[src/rtl/csa_serial_acc_pkg.sv]
// Shared types and constants for the serial carry-save accumulator.
// Optional feature macro: CSA_ACC_CLEAR_EN (adds a Clear abort input to csa_serial_acc).
package csa_pkg;

  localparam int DEF_N_OPS = 10;
  localparam int DEF_W_IN  = 8;
  localparam int DEF_W_OUT = 12;

  typedef enum logic [1:0] {
    IDLE    = 2'd0,
    ACCUM   = 2'd1,
    RESOLVE = 2'd2,
    DONE    = 2'd3
  } state_t;

  // The operand counter must be able to hold N_OPS itself.
  function automatic int cnt_w(input int n_ops);
    return $clog2(n_ops + 1);
  endfunction

endpackage

[src/rtl/csa_serial_acc_if.sv]
// Operand-in / result-out handshake bundle for csa_serial_acc.
// The master side feeds operands and takes results; the slave side is the accumulator.
interface csa_serial_acc_if
  import csa_pkg::*;
#(
  parameter int W_IN  = DEF_W_IN,
  parameter int W_OUT = DEF_W_OUT
);
  logic             In_Valid;
  logic [W_IN-1:0]  In_Data;
  logic             In_Ready;
  logic             Out_Valid;
  logic             Out_Ready;
  logic [W_OUT-1:0] Sum;
  logic             Co;

  modport master (
    output In_Valid, In_Data, Out_Ready,
    input  In_Ready, Out_Valid, Sum, Co
  );

  modport slave (
    input  In_Valid, In_Data, Out_Ready,
    output In_Ready, Out_Valid, Sum, Co
  );
endinterface

[src/rtl/csa_serial_acc_cell.sv]
// W-bit 3:2 carry-save compressor: s is the bitwise sum, c the majority
// already moved up one bit position (top majority bit falls off).
module csa_cell #(
  parameter int W = 12
) (
  input  logic [W-1:0] x,
  input  logic [W-1:0] y,
  input  logic [W-1:0] z,
  output logic [W-1:0] s,
  output logic [W-1:0] c
);
  logic [W-1:0] maj;

  assign s   = x ^ y ^ z;
  assign maj = (x & y) | (x & z) | (y & z);
  assign c   = maj << 1;
endmodule

[src/rtl/csa_serial_acc.sv]
// Serial accumulator: sums N_OPS unsigned operands in redundant (S, C) form,
// one carry-save step per accepted operand, then resolves with a single
// carry-propagate add and holds the result until the consumer takes it.
// Optional feature macro: CSA_ACC_CLEAR_EN adds a Clear input that aborts the
// current set without disturbing the last published Sum/Co.
module csa_serial_acc
  import csa_pkg::*;
#(
  parameter int N_OPS = DEF_N_OPS,
  parameter int W_IN  = DEF_W_IN,
  parameter int W_OUT = DEF_W_OUT
) (
  input  logic Clk,
  input  logic Rst,
`ifdef CSA_ACC_CLEAR_EN
  input  logic Clear,
`endif
  csa_serial_acc_if.slave bus
);
  localparam int             CW   = cnt_w(N_OPS);
  localparam logic [CW-1:0]  LAST = CW'(N_OPS - 1);

  state_t           state;
  logic [W_OUT-1:0] s_q, c_q;
  logic [W_OUT-1:0] sum_q;
  logic             co_q;
  logic [CW-1:0]    cnt;
  logic             in_ready_q, out_valid_q;

  logic [W_OUT-1:0] opnd, cell_s, cell_c;
  logic [W_OUT:0]   res;
  logic             accept, clr;

`ifdef CSA_ACC_CLEAR_EN
  assign clr = Clear;
`else
  assign clr = 1'b0;
`endif

  assign opnd   = W_OUT'(bus.In_Data);
  assign accept = bus.In_Valid & in_ready_q;
  assign res    = {1'b0, s_q} + {1'b0, c_q};

  csa_cell #(.W(W_OUT)) u_cell (
    .x (s_q),
    .y (c_q),
    .z (opnd),
    .s (cell_s),
    .c (cell_c)
  );

  assign bus.In_Ready  = in_ready_q;
  assign bus.Out_Valid = out_valid_q;
  assign bus.Sum       = sum_q;
  assign bus.Co        = co_q;

  // Control FSM plus datapath registers; Rst beats Clear, Clear keeps Sum/Co.
  always_ff @(posedge Clk) begin
    if (Rst) begin
      state       <= IDLE;
      s_q         <= '0;
      c_q         <= '0;
      cnt         <= '0;
      sum_q       <= '0;
      co_q        <= 1'b0;
      out_valid_q <= 1'b0;
      in_ready_q  <= 1'b1;
    end else if (clr) begin
      state       <= IDLE;
      s_q         <= '0;
      c_q         <= '0;
      cnt         <= '0;
      out_valid_q <= 1'b0;
      in_ready_q  <= 1'b1;
    end else begin
      case (state)
        IDLE: begin
          if (accept) begin
            s_q   <= opnd;
            c_q   <= '0;
            cnt   <= CW'(1);
            state <= ACCUM;
          end
        end
        ACCUM: begin
          if (accept) begin
            s_q <= cell_s;
            c_q <= cell_c;
            cnt <= cnt + 1'b1;
            // Final operand: close the input before the resolve cycle.
            if (cnt == LAST) begin
              state      <= RESOLVE;
              in_ready_q <= 1'b0;
            end
          end
        end
        RESOLVE: begin
          {co_q, sum_q} <= res;
          out_valid_q   <= 1'b1;
          state         <= DONE;
        end
        DONE: begin
          if (bus.Out_Ready) begin
            out_valid_q <= 1'b0;
            in_ready_q  <= 1'b1;
            state       <= IDLE;
          end
        end
        default: state <= IDLE;
      endcase
    end
  end

endmodule

[src/flat_wrapper.sv]
// flat-port wrapper written by rule: the top's interface ports become plain ports
module csa_serial_acc_flat import csa_pkg::*;
#(
  parameter int N_OPS = DEF_N_OPS,
  parameter int W_IN  = DEF_W_IN,
  parameter int W_OUT = DEF_W_OUT
)
  (Clk, Rst, bus_In_Valid, bus_In_Data, bus_Out_Ready, bus_In_Ready, bus_Out_Valid, bus_Sum, bus_Co);
  csa_serial_acc_if #(.W_IN(W_IN), .W_OUT(W_OUT)) bus_i ();
  input  logic Clk;
  input  logic Rst;
  input wire logic [$bits(bus_i.In_Valid)-1:0] bus_In_Valid;
  input wire logic [$bits(bus_i.In_Data)-1:0] bus_In_Data;
  input wire logic [$bits(bus_i.Out_Ready)-1:0] bus_Out_Ready;
  output wire logic [$bits(bus_i.In_Ready)-1:0] bus_In_Ready;
  output wire logic [$bits(bus_i.Out_Valid)-1:0] bus_Out_Valid;
  output wire logic [$bits(bus_i.Sum)-1:0] bus_Sum;
  output wire logic [$bits(bus_i.Co)-1:0] bus_Co;
  assign bus_i.In_Valid = bus_In_Valid;
  assign bus_i.In_Data = bus_In_Data;
  assign bus_i.Out_Ready = bus_Out_Ready;
  assign bus_In_Ready = bus_i.In_Ready;
  assign bus_Out_Valid = bus_i.Out_Valid;
  assign bus_Sum = bus_i.Sum;
  assign bus_Co = bus_i.Co;
  csa_serial_acc #(.N_OPS(N_OPS), .W_IN(W_IN), .W_OUT(W_OUT)) u_core (.Clk(Clk), .Rst(Rst), .bus(bus_i));
endmodule
[config.mk]
export PLATFORM = sky130hd
export DESIGN_NAME = csa_serial_acc_flat
export DESIGN_NICKNAME = d
export VERILOG_FILES = /design/src/rtl/csa_serial_acc_pkg.sv /design/src/rtl/csa_serial_acc_if.sv /design/src/rtl/csa_serial_acc_cell.sv /design/src/rtl/csa_serial_acc.sv /design/src/flat_wrapper.sv
export SDC_FILE = /design/constraint.sdc
export NUM_CORES = 1
export LEC_CHECK = 0
export ABC_CLOCK_PERIOD_IN_PS = 1700
export BUFFER_PORTS_ARGS = -buffer_cell sky130_fd_sc_hd__buf_4
export CORE_UTILIZATION = 53
export DETAILED_ROUTE_END_ITERATION = 10
export PLACE_DENSITY = 0.76
export RECOVER_POWER = 25
export SYNTH_ARGS = -nofsm -noshare
export SYNTH_HDL_FRONTEND = slang
export SYNTH_HIERARCHICAL = 1
export SYNTH_SLANG_ARGS = --single-unit
export TNS_END_PERCENT = 10
[constraint.sdc]
create_clock -name Clk -period 1.7 [get_ports Clk]
set_input_delay 0.17 -clock Clk [delete_from_list [all_inputs] [get_ports Clk]]
set_output_delay 0.17 -clock Clk [all_outputs]
set_load 0.02 [all_outputs]
# == After elaboration in Yosys (flattened, before gate mapping) ==
# Cells that the tools add are included.
# op_classes
n_addsub,2
n_eq_ne,8
mux,20
bitwise,8
n_reduce_logical,8
# op_table
operator,count
$mux 12,4
$pmux 12 s2,2
$and 11x8->11,2
$or 11x11->11,2
$add 12x12->13,1
$xor 12x12->12,1
$xor 12x8->12,1
$and 11x11->11,1
$mux 2,4
$mux 4,2
$pmux 2 s4,1
$pmux 4 s2,1
$reduce_and 4->1,2
$ne 2x1->1 const B,3
$reduce_bool 2->1,3
$add 4x1->4 const B,1
$eq 2x2->1 const B,2
$eq 4x4->1 const B,1
$mux 1,4
$pmux 1 s2,2
$reduce_and 3->1,1
$eq 2x1->1 const B,1
$logic_not 2->1,1
$ne 2x2->1 const B,1
2 further kinds,2
# word_totals
reg_bits,45
out_inout_bits,15

# == Longest topological paths before layout ==
# Gate-level depths: netlist of run 1.
# depth
word_depth,5
mapped_depth,8
ltp_nobuf,7

# == Hierarchy ==
# The synthesis of run 1 kept the hierarchy.
# by_module_without_submodules
mod,instances,cells_each,area_each_um2,seq_area_each_um2
csa_serial_acc,1,245,2285.9,900.9
csa_cell,1,14,255.2,0.0

# == Worst setup path after synthesis of run 1 ==
# No wires, ideal clock.
# synth_path
path_kind,register to register
start,reg u_core.s_q[8]
end,"reg u_core.sum_q[11], in the netlist u_core/bus.Sum[11]"
arrival_time_ps,1744
t_required_ps,1564
path_slack_ps,-179
path_stages_with_launch,7
n_path_buf,0
period_less_slack_ps,1879
path_cell_list,dfxtp_1 > ha_1 > a21o_1 > a221o_1 > a221oi_1 > or4b_1 > o311ai_1
# synth_between
elab_chain_len,1
# synth_lines
element,line_no,text
"start, declared",csa_serial_acc.sv:24,"logic [W_OUT-1:0] s_q, c_q;"
"start signal, assigned",csa_serial_acc.sv:79,s_q <= opnd;
"start signal, assigned",csa_serial_acc.sv:87,s_q <= cell_s;
$add 12x12->13,csa_serial_acc.sv:42,"assign res = {1'b0, s_q} + {1'b0, c_q};"
"end signal, assigned",csa_serial_acc.sv:98,"{co_q, sum_q} <= res;"
"end, declared",csa_serial_acc.sv:25,logic [W_OUT-1:0] sum_q;
# Every way passes these cells.
# A chain may end at the register's enable or synchronous reset.

# == Final worst setup path of run 1 ==
# layout_path
start,reg u_core.c_q[0]
end,"reg u_core.sum_q[10], in the netlist u_core/bus.Sum[10]"
# layout_between
elab_chain_len,1
# layout_lines
element,line_no,text
"start, declared",csa_serial_acc.sv:24,
"start signal, assigned",csa_serial_acc.sv:88,c_q <= cell_c;
$add 12x12->13,csa_serial_acc.sv:42,
# Every way passes these cells.

==> results of run 1 <==
-- critical path, cell delays in order (launching register included) --
cell and delay (ns):
dfxtp_2 0.36, ha_4 0.16, fa_2 0.23, a21oi_4 0.07, o21ai_2 0.17, a31oi_1 0.14, or4b_1 0.49, o311ai_1 0.10
-- metal layers --
| metal | vias up | GRT usage (%) | share of wire [%] |
|---|---|---|---|
| met3 | 6 | 4.36 | 3.5 |
| li1 | 1089 | - | - |
| met5 | - | 0 | 0 |
| met2 | 45 | 40.1 | 48 |
| met1 | 1043 | 34.3 | 48 |
| met4 | 0 | 6.67 | 0.99 |
-- through the flow --
stage	util, %	std cells
after floorplan	-	262
after CTS	76.0	387
after global placement	73.1	378
after global routing	76.1	389
final	76.1	389
after detailed placement	73.1	378
-- state kept, by name (all words and copies together) (netlist names) --
register / flops
u_core/bus.Out_Valid: 1
u_core/bus.Sum: 12
u_core/cnt: 4
u_core/bus.In_Ready: 1
u_core/s_q: 12
u_core/bus.Co: 1
u_core/state: 2
u_core/c_q: 12
-- how the worst max path moves through the flow --
stage / start / end / slack [ns]
finish: u_core/c_q[0] / u_core/bus.Sum[10] / -0.1
global route: u_core/c_q[8] / u_core/bus.Sum[11] / -0.17
CTS: u_core/s_q[1] / u_core/bus.Sum[11] / -0.12
detailed placement: u_core/state[1] / u_core/s_q[7] / -0.36
global placement: u_core/state[1] / u_core/cnt[1] / -0.19
floorplan: u_core/c_q[0] / u_core/bus.Sum[10] / -0.04
-- power breakdown --
part | total [W] | switching (W) | internal (W)
Clock | 0.000648 | 0.000356 | 0.000293
Sequential | 0.00139 | 0.000147 | 0.00124
Combinational | 0.00184 | 0.000976 | 0.000865
Total | 0.00388 | 0.00148 | 0.00240
-- cells by family (layout without fill, tap and decap cells) --
group / after synthesis / in the layout / synth area share [%]
flops: 45 / 45 / 35.5
simple gates: 72 / 72 / 13.8
compound gates: 64 / 64 / 19.0
fa+ha+maj: 31 / 31 / 18.8
xor+xnor: 7 / 7 / 3.00
buf+inv: 23 / 98 / 3.69
other cells: 2 / 5 / 0.296
mux: 15 / 15 / 5.91
-- cell usage in the layout (no fill, tap or decap), drive strengths merged, types with 2 or more instances in the layout --
cell,netlist,final
buf,7,68
dfxtp,45,45
nor2,43,43
clkbuf,7,21
ha,19,19
a22oi,18,18
mux2i,15,15
a211oi,12,12
fa,12,12
inv,9,9
a21oi,7,7
a21o,5,5
a31oi,5,5
conb,2,5
xnor2,4,4
nand2,4,4
nor3,3,3
nor3b,3,3
nand3,3,3
and3,3,3
o21ai,3,3
nand3b,2,2
or4b,2,2
nand4,2,2
o311ai,2,2
a221oi,2,2
a22o,2,2
xor2,2,2
nand2b,2,2
-- cell type report --
type / instances / area, sq um
fill: 339 / 1070
inverter: 9 / 33.8
tap: 52 / 65.1
timing repair buffer: 81 / 559
sequential: 45 / 923
multi-input combinational: 194 / 1750
clock buffer: 8 / 80.1
-- timing repair --
item                                    CTS  global route
endpoints found under the setup margin   17            27
resized for setup                        11            13
setup buffers                             1             2
pin swaps                                 7            10
==> results.rst, run 1 <==
.. list-table::
   :header-rows: 1

   * - Metric
     - Value
   * - CTS Buf Count
     - 5
   * - Outcome
     - finished with violations
   * - Total negative slack
     - -0.365 ns
   * - Vias per Instance
     - 5.61
   * - Most instantiated flip-flop cell in the synthesis netlist
     - dfxtp_1
   * - Fin nets
     - between 300 and 400
   * - Initial antenna violation count
     - 0
   * - DIE WIDTH
     - 71.2 um
   * - Remaining number of nets flagged by the antenna check after routing
     - 0
   * - Remaining global-route overflow
     - 0
   * - Smallest hold slack
     - 0.157 ns
   * - TritonCTS clock tree
     - done
   * - Number of different library cells in the post-synthesis netlist
     - 48
   * - Average wire per standard cell
     - 14.8 um
   * - Post-CTS Hold Buffers
     - 0
   * - Area enclosed by the die boundary
     - 5080 sq um
   * - Slack of the worst reg-to-reg path
     - -0.1 ns
   * - Peak VDD IR
     - between 0.0005 and 0.0006 V
   * - Shortest clock period the worst path allows after layout
     - 1.80 ns
   * - Hold Path End
     - u_core/bus.Out_Valid
   * - Maximum clock skew at final layout
     - 0.00302 ns
   * - R2R Path Start
     - u_core/c_q[0]
   * - Maximum number of pins on one net before global-route repair
     - 33
   * - Worst Hold Class
     - input port to flop
   * - Unrepaired setup endpoints after global routing
     - yes
   * - Clock Tree Buf Depth
     - 2
   * - Fmax achieved
     - 557 MHz
   * - Synthesis-to-finish area growth
     - 34.1%
   * - Placement-stage cell area
     - 3270 sq um
   * - Starting density of the core
     - 56.8%
   * - Vias in the first global route
     - 2193
   * - Power density over the cells
     - 1140 nW/um^2
   * - First-pass GRT wire length
     - around 10 mm
   * - Die Y-Extent
     - 71.2 um
   * - Post-synth ARST share
     - 0%
   * - Boundary Pins
     - 27
   * - Number of design rule violations left after detail routing
     - 2
   * - Global Route Usage Sum
     - 24.7%
   * - Maxcap violations
     - 0
   * - 1st-iter DRT viols
     - 126
   * - Latest clock arrival within the worst-skew pair
     - 0.30 ns
   * - Layout cell share with drive strength beyond 1
     - between 30 and 40%
   * - Total Routed Length
     - 5.76 mm
   * - Number of cells on the worst hold path
     - 3
   * - Clock transition at the register clock pins on the worst setup and hold paths after CTS
     - 0.08 ns
   * - Count of antenna diodes in the layout
     - 0
   * - Startpoint of the worst hold path
     - bus_Out_Ready
   * - CP endpoint kind
     - flop
   * - Synthesized flop and latch total
     - 45
   * - Kind of critical path
     - flop to flop
   * - Top cell type's share of synthesized area
     - between 30% and 40%
   * - Core Footprint
     - 4470 sq um
   * - Cell with the most instances after synthesis
     - dfxtp_1
   * - Post-route setup slack
     - -0.0952 ns
   * - Post-Place Worst Slack
     - -0.360 ns
   * - Synth Area per Inst
     - between 9 and 10 sq um
   * - Leakage power summed over all cells
     - 1.46 nW
   * - Number of enable-type register cells in the synthesized netlist
     - 0
   * - Post-Syn Area
     - 2540 sq um
   * - Top cells by area, synth
     - dfxtp_1 (35%), fa_1 (9.5%), ha_1 (9.4%), nor2_1 (6.4%), mux2i_1 (5.9%)
   * - Biggest area consumer among synthesized cells
     - dfxtp_1
   * - Endpoint required time on the critical path
     - 1.91 ns
   * - # rows
     - 24
   * - Worst endpoint data arrival time
     - 2.00 ns
   * - Period utilization
     - 106%
   * - Area of all placed cells without fillers
     - 3410 sq um
   * - Root buffer cell
     - clkbuf_8
   * - Reg2Reg Depth
     - 7
   * - Total number of yosys warnings
     - 6
   * - Number of clock sinks
     - 45
   * - Violated checks
     - design-rule violations, negative setup slack
   * - Vias
     - 2183
   * - Number of buffers inserted by port buffering
     - 26
   * - Top cells by instance count after synthesis
     - dfxtp_1 (45), nor2_1 (43), ha_1 (19), a22oi_1 (18), mux2i_1 (15)
   * - Startpoint Class
     - flop
   * - RR Endpoint
     - u_core/bus.Sum[10]
   * - H-tree level count
     - 2
   * - Number of slew-limit violations in the final report
     - 0
   * - Synthesized instance count
     - 259
   * - Sequential cell area fraction in the yosys report
     - roughly 35%
   * - Final GP Congestion
     - 0.757
   * - Router iterations before antenna repair
     - 7
   * - Crit path max fanout
     - 3
   * - Total chip power
     - 0.00388 W
   * - HPWL Detailed
     - between 4 and 5 mm
   * - Setup-failing EPs final
     - 6
   * - Final number of hold-violating endpoints
     - 0
(Power assumes the default switching activity.)
==> inputs of run 2 (changes only) <==
CORE_UTILIZATION = 40   (was 53)
PLACE_DENSITY = unset   (was 0.76)
==> results.rst, run 2 (same netlist as run 1, synthesis figures left out) <==
.. list-table::
   :header-rows: 1

   * - Metric
     - Value
   * - Commonest non-fill, non-tap cells in the layout
     - buf_4 (66), nor2_1 (42), dfxtp_1 (28)
   * - Worst Hold Class
     - input port to flop
   * - Most common library cell in the layout ignoring fill and taps
     - buf_4
   * - Unrepaired setup endpoints after global routing
     - yes
   * - Post-CTS Hold Buffers
     - 0 (unchanged)
   * - Number of clock sinks
     - 45 (unchanged)
   * - Worst endpoint data arrival time
     - 1.98 ns (-0.02 ns)
   * - Clock transition at the register clock pins on the worst setup and hold paths after CTS
     - 0.09 ns (about the same)
   * - Maximum number of pins on one net before global-route repair
     - 27 (-18%)
   * - Reg2Reg Depth
     - 6 (-1)
   * - Shortest clock period the worst path allows after layout
     - 1.82 ns (+0.0243 ns)
   * - Remaining number of nets flagged by the antenna check after routing
     - 0 (unchanged)
   * - Fin nets
     - 379 (unchanged)
   * - 1st-iter DRT viols
     - 88 (-30%)
   * - Clock Tree Buf Depth
     - 2 (unchanged)
   * - RR Endpoint
     - u_core/bus.Sum[11]
   * - Slack of the worst reg-to-reg path
     - -0.12 ns (-0.02 ns)
   * - Root buffer cell
     - clkbuf_8
   * - Area of all placed cells without fillers
     - 3490 sq um (+2.5%)
   * - Total chip power
     - 0.00389 W (+0.32%)
   * - HPWL Detailed
     - 4.29 mm (+4.3%)
   * - Synthesis-to-finish area growth
     - 37.5%
   * - Vias in the first global route
     - 2034 (-7.3%)
   * - Layout cell share with drive strength beyond 1
     - 35.7% (+1.6 points)
   * - Number of design rule violations left after detail routing
     - 0 (-2)
   * - Latest clock arrival within the worst-skew pair
     - 0.29 ns (about the same)
   * - Endpoint required time on the critical path
     - 1.86 ns (-0.05 ns)
   * - Outcome
     - finished with violations
   * - Initial antenna violation count
     - 0 (unchanged)
   * - Setup-failing EPs final
     - 7 (+1)
   * - Placement-stage cell area
     - 3280 sq um (+0.19%)
   * - Leakage power summed over all cells
     - 1.48 nW (+1.2%)
   * - Power density over the cells
     - 1110 nW/um^2 (-2.2%)
   * - Starting density of the core
     - 42.2% (-15 points)
   * - Final GP Congestion
     - 0.726 (-4.1%)
   * - Die Y-Extent
     - 81.7 um (+15%)
   * - Kind of critical path
     - flop to flop
   * - CP endpoint kind
     - flop
   * - Violated checks
     - negative setup slack
   * - Crit path max fanout
     - 4 (+1)
   * - Router iterations before antenna repair
     - 4 (-3)
   * - Peak VDD IR
     - 0.000859 V (+55%)
   * - Number of slew-limit violations in the final report
     - 0 (unchanged)
   * - Startpoint Class
     - flop
   * - Count of antenna diodes in the layout
     - 0 (unchanged)
   * - Post-Place Worst Slack
     - -0.161 ns (+0.198 ns)
   * - Period utilization
     - 107% (+1.4 points)
   * - Boundary Pins
     - 27 (unchanged)
   * - DIE WIDTH
     - 81.7 um (+15%)
   * - First-pass GRT wire length
     - 9.84 mm (-0.41%)
   * - Area enclosed by the die boundary
     - 6680 sq um (+32%)
   * - Vias
     - 2149 (-1.6%)
   * - Critical path destination
     - u_core/bus.Sum[11]
   * - Post-route setup slack
     - -0.119 ns (-0.0243 ns)
   * - Fmax achieved
     - 550 MHz (-1.3%)
   * - Average wire per standard cell
     - 14.6 um (-1.7%)
   * - Final number of hold-violating endpoints
     - 0 (unchanged)
   * - Maximum clock skew at final layout
     - 0.00631 ns (+0.00330 ns)
   * - Maxcap violations
     - 0 (unchanged)
   * - Smallest hold slack
     - 0.165 ns (+0.00857 ns)
   * - # rows
     - 28 (+17%)
   * - Total negative slack
     - -0.442 ns (-0.0767 ns)
   * - Vias per Instance
     - 5.23 (-6.8%)
   * - Core Footprint
     - 6030 sq um (+35%)
   * - H-tree level count
     - 2 (unchanged)
   * - R2R Path Start
     - u_core/c_q[8]
   * - CTS Buf Count
     - 5 (unchanged)
   * - Total Routed Length
     - 5.98 mm (+3.9%)
   * - TritonCTS clock tree
     - done
   * - Global Route Usage Sum
     - 19.5% (-5.3 points)
   * - Critical Path Start
     - u_core/c_q[8]
   * - Number of buffers inserted by port buffering
     - 26 (unchanged)
   * - Remaining global-route overflow
     - 0 (unchanged)
## run 2: cell types whose count changed in the layout (fill, tap and decap cells not counted), sizes merged
cell	previous run	this run
clkbuf	21	19
buf	68	69
## run 2: how the worst min path moves through the flow
stage                     slack, ns           from                    to  cells past startpoint
after floorplan                0.32            Rst   u_core/bus.In_Ready                      2
after global placement         0.46  bus_Out_Ready  u_core/bus.Out_Valid                      3
after detailed placement       0.46  bus_Out_Ready  u_core/bus.Out_Valid                      3
after CTS                      0.15  bus_Out_Ready  u_core/bus.Out_Valid                      3
after global routing           0.17  bus_Out_Ready  u_core/bus.Out_Valid                      3
final                          0.17  bus_Out_Ready  u_core/bus.Out_Valid                      3
## run 2: area by class of cell
class                   instances  area, sq um
fillers                       561         2530
multi-input cells             194         1780
flip-flops and latches         45          922
repair buffers                 81          574
well taps                      75         93.8
clock buffers                   7         86.3
inverters                       9         33.8
## run 2: metal layers
metal	vias to the layer above	global-route usage, %	wire length, um	share of wire [%]
met4	0	4.21	40	0.67
li1	1084	-	-	-
met2	29	31.5	2720	45
met5	-	0	0	0
met3	4	3.33	137	2.3
met1	1032	27.0	3080	52
## run 2: report_power, final
part / switching [W] / internal, W / total [W]
combinational: 0.000974 / 0.000839 / 0.00181
sequential: 0.000151 / 0.00124 / 0.00139
clock: 0.000360 / 0.000324 / 0.000684
## run 2: critical path, stage by stage (launching register included)
cell      delay, ns
dfxtp_2        0.35
ha_4           0.25
a21o_1         0.15
a221o_1        0.41
a221oi_2       0.30
or4b_1         0.15
o311ai_1       0.08
## run 2: repair_timing
action / CTS / global route
pin swaps: 7 / 8
setup endpoints to repair: 8 / 25
resized for setup: 12 / 19
setup buffers: 4 / 2
## run 2: metrics by stage
| stage | util, % | instances |
|---|---|---|
| CTS | 57.3 | 409 |
| detailed placement | 54.4 | 398 |
| floorplan | - | 262 |
| global route | 58.0 | 411 |
| global placement | 54.4 | 398 |
| finish | 58.0 | 411 |
==> inputs of run 3 (changes only) <==
CTS_BUF_LIST = sky130_fd_sc_hd__clkbuf_2 sky130_fd_sc_hd__clkbuf_4 sky130_fd_sc_hd__clkbuf_8   (was unset)
SYNTH_HIERARCHICAL = unset   (was 1)
==> results.rst, run 3 <==
.. list-table::
   :header-rows: 1

   * - Metric
     - Value
   * - Post-Syn Area
     - 2440 sq um (-4.0%)
   * - Kind of critical path
     - flop to flop
   * - Clock transition at the register clock pins on the worst setup and hold paths after CTS
     - 0.08 ns (about the same)
   * - Final number of hold-violating endpoints
     - 0 (unchanged)
   * - Number of design rule violations left after detail routing
     - 0 (unchanged)
   * - Period utilization
     - 103% (-4.5 points)
   * - HPWL Detailed
     - 3.86 mm (-9.9%)
   * - Post-Place Worst Slack
     - -0.0556 ns (+0.106 ns)
   * - Area enclosed by the die boundary
     - 6420 sq um (-3.9%)
   * - Outcome
     - finished with violations
   * - Maximum clock skew at final layout
     - 0.00438 ns (-0.00193 ns)
   * - Synthesized instance count
     - 285 (+10%)
   * - Vias
     - 2083 (-3.1%)
   * - Count of antenna diodes in the layout
     - 0 (unchanged)
   * - Transition time at the pin with the least slew margin
     - around 0.36 ns
   * - Worst endpoint data arrival time
     - 1.93 ns (-0.05 ns)
   * - Most instantiated flip-flop cell in the synthesis netlist
     - dfxtp_1
   * - Worst max-slew margin expressed relative to the limit
     - 75.7%
   * - Post-synth ARST share
     - 0% (unchanged)
   * - Layout cell share with drive strength beyond 1
     - 21.1% (-15 points)
   * - Biggest area consumer among synthesized cells
     - dfxtp_1
   * - Number of slew-limit violations in the final report
     - 0 (unchanged)
   * - Area share of xor/xnor cells in the synthesized design
     - 2.51% (-0.49 points)
   * - Final GP Congestion
     - 0.814 (+12%)
   * - Maxcap violations
     - 0 (unchanged)
   * - Total chip power
     - 0.00334 W (-14%)
   * - Fmax achieved
     - 574 MHz (+4.4%)
   * - CP endpoint kind
     - flop
   * - Ordered list of cells on the worst path
     - ha_4 -> fa_2 -> a21oi_4 -> o211ai_2 -> nand2_1 -> a2111oi_1 -> a311o_1
   * - Average wire per standard cell
     - 13.1 um (-10%)
   * - Dominant combinational cell family by area after synthesis
     - compound AO/OA/AOI/OAI gates
   * - Initial antenna violation count
     - 0 (unchanged)
   * - Total number of yosys warnings
     - 0 (-6)
   * - Cell with the most instances after synthesis
     - nor2_1
   * - Post-CTS Hold Buffers
     - 0 (unchanged)
   * - Root buffer cell
     - clkbuf_8
   * - CP peak stage delay
     - 0.37 ns (-0.04 ns)
   * - DIE WIDTH
     - 80.1 um (-2.0%)
   * - First-pass GRT wire length
     - 9.08 mm (-7.7%)
   * - Placed Instances
     - 397 (-0.25%)
   * - Fin nets
     - 368 (-2.9%)
   * - Most common library cell in the layout ignoring fill and taps
     - nor2_1
   * - Endpoint required time on the critical path
     - 1.89 ns (+0.03 ns)
   * - Sequential cell area fraction in the yosys report
     - 36.1% (+0.65 points)
   * - Latest clock arrival within the worst-skew pair
     - 0.29 ns (about the same)
   * - Clock Tree Buf Depth
     - 2 (unchanged)
   * - Synthesized flop and latch total
     - 44 (-2.2%)
   * - Boundary Pins
     - 27 (unchanged)
   * - Number of buffers inserted by port buffering
     - 26 (unchanged)
   * - Share of synthesized area spent on multiplexers
     - 2.87% (-3.0 points)
   * - Remaining number of nets flagged by the antenna check after routing
     - 0 (unchanged)
   * - Commonest non-fill, non-tap cells in the layout
     - nor2_1 (54), buf_4 (39), dfxtp_1 (38)
   * - 1st-iter DRT viols
     - 92 (+4.5%)
   * - Starting density of the core
     - 41.5% (-0.72 points)
   * - Filler Cell Count
     - 593 (+5.7%)
   * - Leakage power summed over all cells
     - 1.20 nW (-18%)
   * - Crit path max fanout
     - 3 (-1)
   * - Global Route Usage Sum
     - 18.3% (-1.2 points)
   * - Shortest clock period the worst path allows after layout
     - 1.74 ns (-0.0768 ns)
   * - Post-route setup slack
     - -0.0427 ns (+0.0768 ns)
   * - Vias per Instance
     - 5.13 (-1.9%)
   * - Setup-failing EPs final
     - 2 (-5)
   * - Die Y-Extent
     - 80.1 um (-2.0%)
   * - Unrepaired setup endpoints after global routing
     - yes
   * - Power density over the cells
     - 1100 nW/um^2 (-0.74%)
   * - Total negative slack
     - -0.0691 ns (+0.373 ns)
   * - H-tree level count
     - 2 (unchanged)
   * - Maximum number of pins on one net before global-route repair
     - 36 (+33%)
   * - Compound-cell area share of the yosys netlist
     - 19.4% (+0.38 points)
   * - Top cells by area, synth
     - dfxtp_1 (36%), ha_1 (9.2%), nor2_1 (8.3%), fa_1 (6.6%), a21oi_1 (5.3%)
   * - WP buf/inv
     - 0 (unchanged)
   * - Number of enable-type register cells in the synthesized netlist
     - 0 (unchanged)
   * - Worst Hold Class
     - input port to flop
   * - Top cells by instance count after synthesis
     - nor2_1 (54), dfxtp_1 (44), inv_1 (30), a21oi_1 (26), ha_1 (18)
   * - Fin util
     - 51.3% (-6.7 points)
   * - Synthesis-to-finish area growth
     - 23.7%
   * - Non-filler cells in the finished layout
     - 406 (-1.2%)
   * - Violated checks
     - negative setup slack
   * - TritonCTS clock tree
     - done
   * - Vias in the first global route
     - 1998 (-1.8%)
   * - Synth Area per Inst
     - 8.56 sq um (-13%)
   * - Core Footprint
     - 5890 sq um (-2.3%)
   * - Router iterations before antenna repair
     - 4 (unchanged)
   * - Startpoint Class
     - flop
   * - Number of different library cells in the post-synthesis netlist
     - 42 (-13%)
   * - Fraction of the mapped netlist area in adder cells
     - 15.8% (-3.0 points)
   * - CTS Buf Count
     - 5 (unchanged)
   * - Total Routed Length
     - 5.31 mm (-11%)
   * - Remaining global-route overflow
     - 0 (unchanged)
   * - Master of the slowest instance on the critical path
     - fa_2
   * - # rows
     - 28 (unchanged)
   * - Top cell type's share of synthesized area
     - 36.1% (+0.65 points)
   * - Gate family responsible for the most delay along the worst path
     - compound AO/OA/AOI/OAI gates
   * - Nets in the synthesized netlist
     - between 300 and 400
   * - Share of synthesized cell area in and, or, nand and nor gates
     - 15.1% (+1.2 points)
   * - Number of clock sinks
     - 44 (-2.2%)
   * - Peak VDD IR
     - 0.000991 V (+15%)
## run 3: cell count changes in the layout (fill, tap and decap cells not counted), sizes merged, moves of 4 or more
cell / before / now
buf: 69 / 40
nor2: 43 / 54
inv: 9 / 30
fa: 12 / 8
a31oi: 5 / 0
conb: 5 / 0
a21oi: 7 / 26
nand2: 4 / 10
mux2i: 15 / 7
a22oi: 18 / 11
## run 3: final timing paths
| check | slack [ns] | cells past startpoint | startpoint | end |
|---|---|---|---|---|
| max reg2reg | -0.04 | 7 | u_core.c_q[1] | u_core.bus.Sum[9] |
| min reg2reg | 0.48 | 2 | u_core.bus.Sum[10] | u_core.bus.Sum[10] |
| min | 0.21 | 2 | Rst | u_core.bus.Out_Valid |
| max | -0.04 | 7 | u_core.c_q[1] | u_core.bus.Sum[9] |
## run 3: layout make-up
type | instances | area, sq um | share of cell area (%)
clock inverters | 2 | 10.0 | 0.332
well taps | 75 | 93.8 | 3.11
flip-flops and latches | 44 | 888 | 29.4
repair buffers | 53 | 362 | 12.0
clock buffers | 6 | 82.6 | 2.74
multi-input cells | 196 | 1470 | 48.7
inverters | 30 | 113 | 3.73
## run 3: metrics by stage
step	hold slack, ns	cell area [sq um]
2_1_floorplan	0.357	2460
3_3_place_gp	0.457	2860
3_5_place_dp	0.464	2860
4_1_cts	0.212	2990
5_1_grt	0.220	3020
6_report	0.214	3020
## run 3: what timing repair did
action | 4_1_cts | 5_1_grt
pin swaps | 2 | 3
endpoints found under the setup margin | 5 | 10
resized for setup | 5 | 13
buffers inserted | 1 | 0
## run 3: cell families (layout without fill, tap and decap cells)
logic type                 Yosys count  after routing
xor gates and xnor gates             7              7
and+or+nand+nor                     85             85
buffers and inverters               45             91
DFF                                 44             44
muxes                                7              7
adders and majority gates           26             26
AOI/OAI and AO/OA                   71             71
## run 3: report_power, final
group / switching, W / leakage, nW / internal (W) / total (W)
sequential: 0.000112 / 0.359 / 0.00117 / 0.00128
combinational: 0.000790 / 0.794 / 0.000584 / 0.00137
clock: 0.000356 / 0.0510 / 0.000325 / 0.000680
## run 3: worst register-to-register path, delay by kind of cell (launching register included)
kind	cells	cell delay, ns
flip-flops	1	0.34
adder cells (fa/ha/maj)	2	0.53
AND/OR/NAND/NOR	1	0.11
AO/OA/AOI/OAI	4	0.65
## run 3: routing by layer
metal	up-vias	share of wire, %	global-route usage, %
li1	1060	-	-
met1	990	48	23.5
met3	4	3.3	3.07
met2	29	47	31.3
met5	-	0	0
met4	0	1.1	5.36
